--- src/rtl/tsb_bus_arb_pkg.sv ---
// Shared types and helpers for the tri-state bus arbiter.
// BUS_ARB_TURNAROUND_EN adds the TURN state that floats the bus for one cycle between owners.
package tsb_bus_arb_pkg;

  typedef enum logic [1:0] {
    StIdle  = 2'd0,
`ifdef BUS_ARB_TURNAROUND_EN
    StGrant = 2'd1,
    StTurn  = 2'd2
`else
    StGrant = 2'd1
`endif
  } arb_state_e;

  // Index width for an n-entry vector, never narrower than one bit.
  function automatic int unsigned idx_width(int unsigned n);
    return (n > 1) ? $clog2(n) : 1;
  endfunction

endpackage

--- src/rtl/tsb_bus_arbiter_rr_pick.sv ---
// Combinational round-robin selector: the first set request after 'last', wrapping.
module rr_pick #(
  parameter int unsigned N_REQ = 4,
  parameter int unsigned IDX_W = 2
) (
  input  logic [N_REQ-1:0] req,
  input  logic [IDX_W-1:0] last,
  output logic             found,
  output logic [IDX_W-1:0] winner_idx,
  output logic [N_REQ-1:0] winner_onehot
);

  logic [IDX_W-1:0] w_pos;

  always_comb begin
    found         = 1'b0;
    winner_idx    = '0;
    winner_onehot = '0;
    w_pos         = '0;
    // The requester at 'last' is scanned last so the previous owner has the lowest priority.
    for (int unsigned k = 1; k <= N_REQ; k++) begin
      w_pos = IDX_W'((32'(last) + k) % N_REQ);
      if (!found && req[w_pos]) begin
        found                = 1'b1;
        winner_idx           = w_pos;
        winner_onehot[w_pos] = 1'b1;
      end
    end
  end

endmodule

--- src/rtl/tsb_bus_arbiter.sv ---
// Round-robin arbiter issuing a registered one-hot enable to the shared tri-state bus buffers.
// Define BUS_ARB_TURNAROUND_EN to insert one all-zero grant cycle on every release.
module tsb_bus_arbiter
  import tsb_bus_arb_pkg::*;
#(
  parameter int unsigned  N_REQ    = 4,
  parameter int unsigned  MAX_HOLD = 8,
  localparam int unsigned OwnerW   = idx_width(N_REQ)
) (
  input  logic              clk,
  input  logic              rst_n,
  input  logic [N_REQ-1:0]  req,
  output logic [N_REQ-1:0]  grant,
  output logic [OwnerW-1:0] owner,
  output logic              busy
);

  localparam int unsigned        HoldW    = idx_width(MAX_HOLD);
  localparam logic [HoldW-1:0]  HoldMax  = HoldW'(MAX_HOLD - 1);
  localparam logic [OwnerW-1:0] LastInit = OwnerW'(N_REQ - 1);

  arb_state_e        r_state, w_state_d;
  logic [N_REQ-1:0]  r_grant, w_grant_d;
  logic [OwnerW-1:0] r_owner, w_owner_d;
  logic [OwnerW-1:0] r_last, w_last_d;
  logic              r_busy, w_busy_d;
  logic [HoldW-1:0]  r_hold_cnt, w_hold_d;

  logic              w_found;
  logic [OwnerW-1:0] w_win_idx;
  logic [N_REQ-1:0]  w_win_onehot;
  logic              w_contend;
  logic              w_release;
  logic              w_issue;

  rr_pick #(
    .N_REQ (N_REQ),
    .IDX_W (OwnerW)
  ) u_pick (
    .req           (req),
    .last          (r_last),
    .found         (w_found),
    .winner_idx    (w_win_idx),
    .winner_onehot (w_win_onehot)
  );

  assign w_contend = |(req & ~r_grant);
  assign w_release = (r_state == StGrant) &&
                     (!req[r_owner] || ((r_hold_cnt == HoldMax) && w_contend));

  always_ff @(posedge clk) begin
    if (!rst_n) begin
      r_state    <= StIdle;
      r_grant    <= '0;
      r_owner    <= '0;
      r_busy     <= 1'b0;
      r_hold_cnt <= '0;
      r_last     <= LastInit;
    end else begin
      r_state    <= w_state_d;
      r_grant    <= w_grant_d;
      r_owner    <= w_owner_d;
      r_busy     <= w_busy_d;
      r_hold_cnt <= w_hold_d;
      r_last     <= w_last_d;
    end
  end

  always_comb begin
    w_state_d = r_state;
    case (r_state)
      StGrant: begin
        if (w_release) begin
`ifdef BUS_ARB_TURNAROUND_EN
          w_state_d = StTurn;
`else
          w_state_d = w_found ? StGrant : StIdle;
`endif
        end
      end
      // IDLE and TURN arbitrate identically
      default: w_state_d = w_found ? StGrant : StIdle;
    endcase
  end

  always_comb begin
    w_grant_d = r_grant;
    w_owner_d = r_owner;
    w_busy_d  = r_busy;
    w_last_d  = r_last;
    w_hold_d  = (r_hold_cnt == HoldMax) ? r_hold_cnt : r_hold_cnt + 1'b1;
    w_issue   = 1'b0;
    case (r_state)
      StGrant: begin
`ifdef BUS_ARB_TURNAROUND_EN
        w_issue = 1'b0;
`else
        w_issue = w_release && w_found;
`endif
      end
      default: w_issue = w_found;
    endcase

    if (w_issue) begin
      w_grant_d = w_win_onehot;
      w_owner_d = w_win_idx;
      w_busy_d  = 1'b1;
      w_last_d  = w_win_idx;
      w_hold_d  = '0;
    end else if ((r_state != StGrant) || w_release) begin
      w_grant_d = '0;
      w_owner_d = '0;
      w_busy_d  = 1'b0;
      w_hold_d  = '0;
    end
  end

  assign grant = r_grant;
  assign owner = r_owner;
  assign busy  = r_busy;

endmodule

--- config.mk ---
export PLATFORM = sky130hd
export DESIGN_NAME = tsb_bus_arbiter
export DESIGN_NICKNAME = d
export VERILOG_FILES = /design/src/rtl/tsb_bus_arb_pkg.sv /design/src/rtl/tsb_bus_arbiter_rr_pick.sv /design/src/rtl/tsb_bus_arbiter.sv
export SDC_FILE = /design/constraint.sdc
export NUM_CORES = 1
export LEC_CHECK = 0
export CAP_MARGIN = 20
export CORE_MARGIN = 4
export CORE_UTILIZATION = 40
export DETAILED_ROUTE_END_ITERATION = 10
export GPL_TIMING_DRIVEN = 0
export PLACE_DENSITY = 0.57
export SYNTH_ARGS = -nofsm -noshare
export SYNTH_HDL_FRONTEND = slang
export SYNTH_SLANG_ARGS = --single-unit
export TNS_END_PERCENT = 50
--- constraint.sdc ---
create_clock -name clk -period 4.4 [get_ports clk]
set_input_delay 0.44 -clock clk [delete_from_list [all_inputs] [get_ports clk]]
set_output_delay 0.44 -clock clk [all_outputs]
set_load 0.01 [all_outputs]
==> impl_metrics.toml <==
[setup_path]
crit_family = "compound AO/OA/AOI/OAI gates"
crit_arrival_ns = 2.99
r2r_setup_slack_ns = 1.58
cp-start-kind = "register"
cpMaxStageDelayCell = "dfxtp_1"
crit_path_frequent_cell = "buf_6"
crit_path_max_incr_delay_ns = 0.55
critical_path.cell_chain = "buf_6 > inv_1 > ha_1 > buf_6 > mux2i_1 > mux2i_2 > a2111oi_1 > a2bb2oi_1 > o21ai_1"
worstSetupPathType = "register to register"
cp-end-kind = "register"
required_ns = 4.56
crit_buf_inv = 3
path_max_fanout = 10

[power_and_ir_drop]
power_density_mw_per_mm2 = 577
leakagePower_nw = 0.579
vdd_drop_max_mv = 0.251

[layout]
layout_commonest_cell = "dfxtp_1"
syn_to_final_growth_pct = 14.5
drive_above_1_share_pct = 15.5
final_cell_mix = "dfxtp_1, nand2_1, clkdlybuf4s50_1"
antenna_cells = 0
final_util_pct = 49.0
fin_nets = 172
n_fill_cell = 275

[grt]
grt_max_degree = 14
globalRouteTotalUtil_pct = 16.1
grt_pass1_wl_um = 5220
overflow = 0
grt_pass1_vias = 1113
antenna_found_initial = 0

[synthesis]
synth_nets = 156
synth_cell_types = 43
ys_warn_count = 0
postSynthCellCount = 140
synth_area_leaders = "dfxtp_1, ha_1, mux2i_2"
synthArstFlopShare_pct = 0
syn_avg_cell_area_sq_um = 8.64
synth_area_sq_mm = 0.00121
synth_top_area_share_pct = 21.5
synth-seq-cells = 13
yosys.area.top_type = "dfxtp_1"
synth-edff-count = 0
synth_ff_type = "dfxtp_1"
ys_seq_area_share_pct = 21.5

[place]
detailed_place_hpwl_um = 2300
gp_congestion = 0.821
io_buffers = 11

[detailed_routing]
via_count = 1135
drc = 0
vias_per_cell = 6.10
routed_wl_um = 3070
drtIter0Drc = 85
postRouteAntennaNets = 0
drt_first_pass_iters = 4
wl_per_cell_um = 16.5

[clocking]
ctsResizeCount = 0
post_cts_buffers = 0
cts_hold_buffers = 0
cts_sinks = 13
cts_root_buffer = "clkbuf_4"
clkLatencyLatePin_ns = 0.28
cts_tree = "built"
clock_tree.htree_level_count = 1
numCtsBuffers = 3
clockBufferDepth = 2
cts.clk_slew.worst_paths_ns = 0.08

[timing]
slew_headroom_pct = 67.7
rsz0062_at_grt = "false"
skew_ns = 0.00523
hold-worst-slack_ns = 0.487
maxSlewViolCount = 0
finalHoldViolations = 0
setup_viol = 0
fmax_mhz = 354
worstMarginPinSlew_ns = 0.480
tns_ns = 0
layout_min_cycle_time_ns = 2.82
fin_crit_sh_pct = 64.1

[job]
drv_cap = 0

[floorplanning]
core_sq_mm = 0.00283
die_area_sq_mm = 0.00397
die_x_um = 63.0
die_y_um = 63.0
start_util_pct = 42.8
ios = 13
num_rows = 19

[worst_hold_path]
hp-class = "register to register"

[run_status]
status = "complete, no violations"
==> worst paths after layout <==
check / from / endpoint / depth (start not counted)
worst max register to register: r_last[0] / grant[3] / 9
worst max-delay path: r_last[0] / grant[3] / 9
worst min-delay path: busy / busy / 1
worst min register to register: busy / busy / 1
==> worst register-to-register path, stage by stage (launching register included) <==
cell and delay (ns):
dfxtp_1 0.55, buf_6 0.20, inv_1 0.16, ha_1 0.40
buf_6 0.16, mux2i_1 0.31, mux2i_2 0.18, a2111oi_1 0.42
a2bb2oi_1 0.25, o21ai_1 0.07
==> layer usage <==
metal | vias to the layer above | track usage, % | part of all wire, %
met3 | 0 | 3.78 | 2.9
met1 | 557 | 20.9 | 49
met2 | 20 | 27.3 | 48
li1 | 558 | - | -
met5 | - | 0 | 0
met4 | 0 | 2.20 | 0
==> cell usage after synthesis (2+ instances only) <==
master / number
mux2_2: 2
buf_2: 4
nor2_1: 9
o21ai_1: 6
mux2i_2: 5
o21ai_0: 2
buf_6: 4
mux4_2: 2
o22ai_1: 4
ha_1: 10
nand3_1: 8
nand2b_1: 4
nor2b_1: 6
and4_1: 2
nor3_1: 2
a311oi_1: 2
a2bb2oi_1: 4
inv_1: 2
dfxtp_1: 13
nand2_1: 12
a21oi_1: 3
and3_1: 9
mux2i_1: 3
a2111oi_1: 3
==> power by group <==
part           switching [mW]  internal (mW)
clock                  0.0389         0.0352
combinational           0.275          0.259
sequential             0.0378          0.153
==> sequential cells by signal, summed over array words and instances, names as in the netlist <==
signal	count
r_hold_cnt	3
grant	4
busy	1
owner	2
r_state	1
r_last	2
==> per-stage QoR <==
step / instance area (sq um) / cells / setup WS (ns) / total power, mW
floorplan: 1210 / 140 / 2.08 / 0.575
global placement: 1360 / 182 / 1.61 / 0.715
detailed placement: 1360 / 182 / 1.62 / 0.725
CTS: 1390 / 186 / 1.58 / 0.802
global route: 1390 / 186 / 1.40 / 0.866
finish: 1390 / 186 / 1.58 / 0.799
==> cell families (layout without fill, tap and decap cells) <==
family / after synthesis / count (layout) / share of synthesized area, %
AND/OR/NAND/NOR: 56 / 56 / 24.3
AO/OA/AOI/OAI: 34 / 34 / 20.9
multiplexers: 13 / 13 / 15.0
flip-flops: 13 / 13 / 21.5
buffers and inverters: 13 / 28 / 7.24
adder cells (fa/ha/maj): 10 / 10 / 10.3
XOR/XNOR: 1 / 1 / 0.724
==> cell type report <==
type	instances	area (sq um)	share of cell area, %
repair buffers	11	110	7.95
flip-flops and latches	13	260	18.8
plain buffers	10	76.3	5.51
clock buffers	4	26.3	1.90
inverters	3	11.3	0.813
multi-input cells	114	862	62.2
well taps	31	38.8	2.80
(Power assumes the default switching activity.)
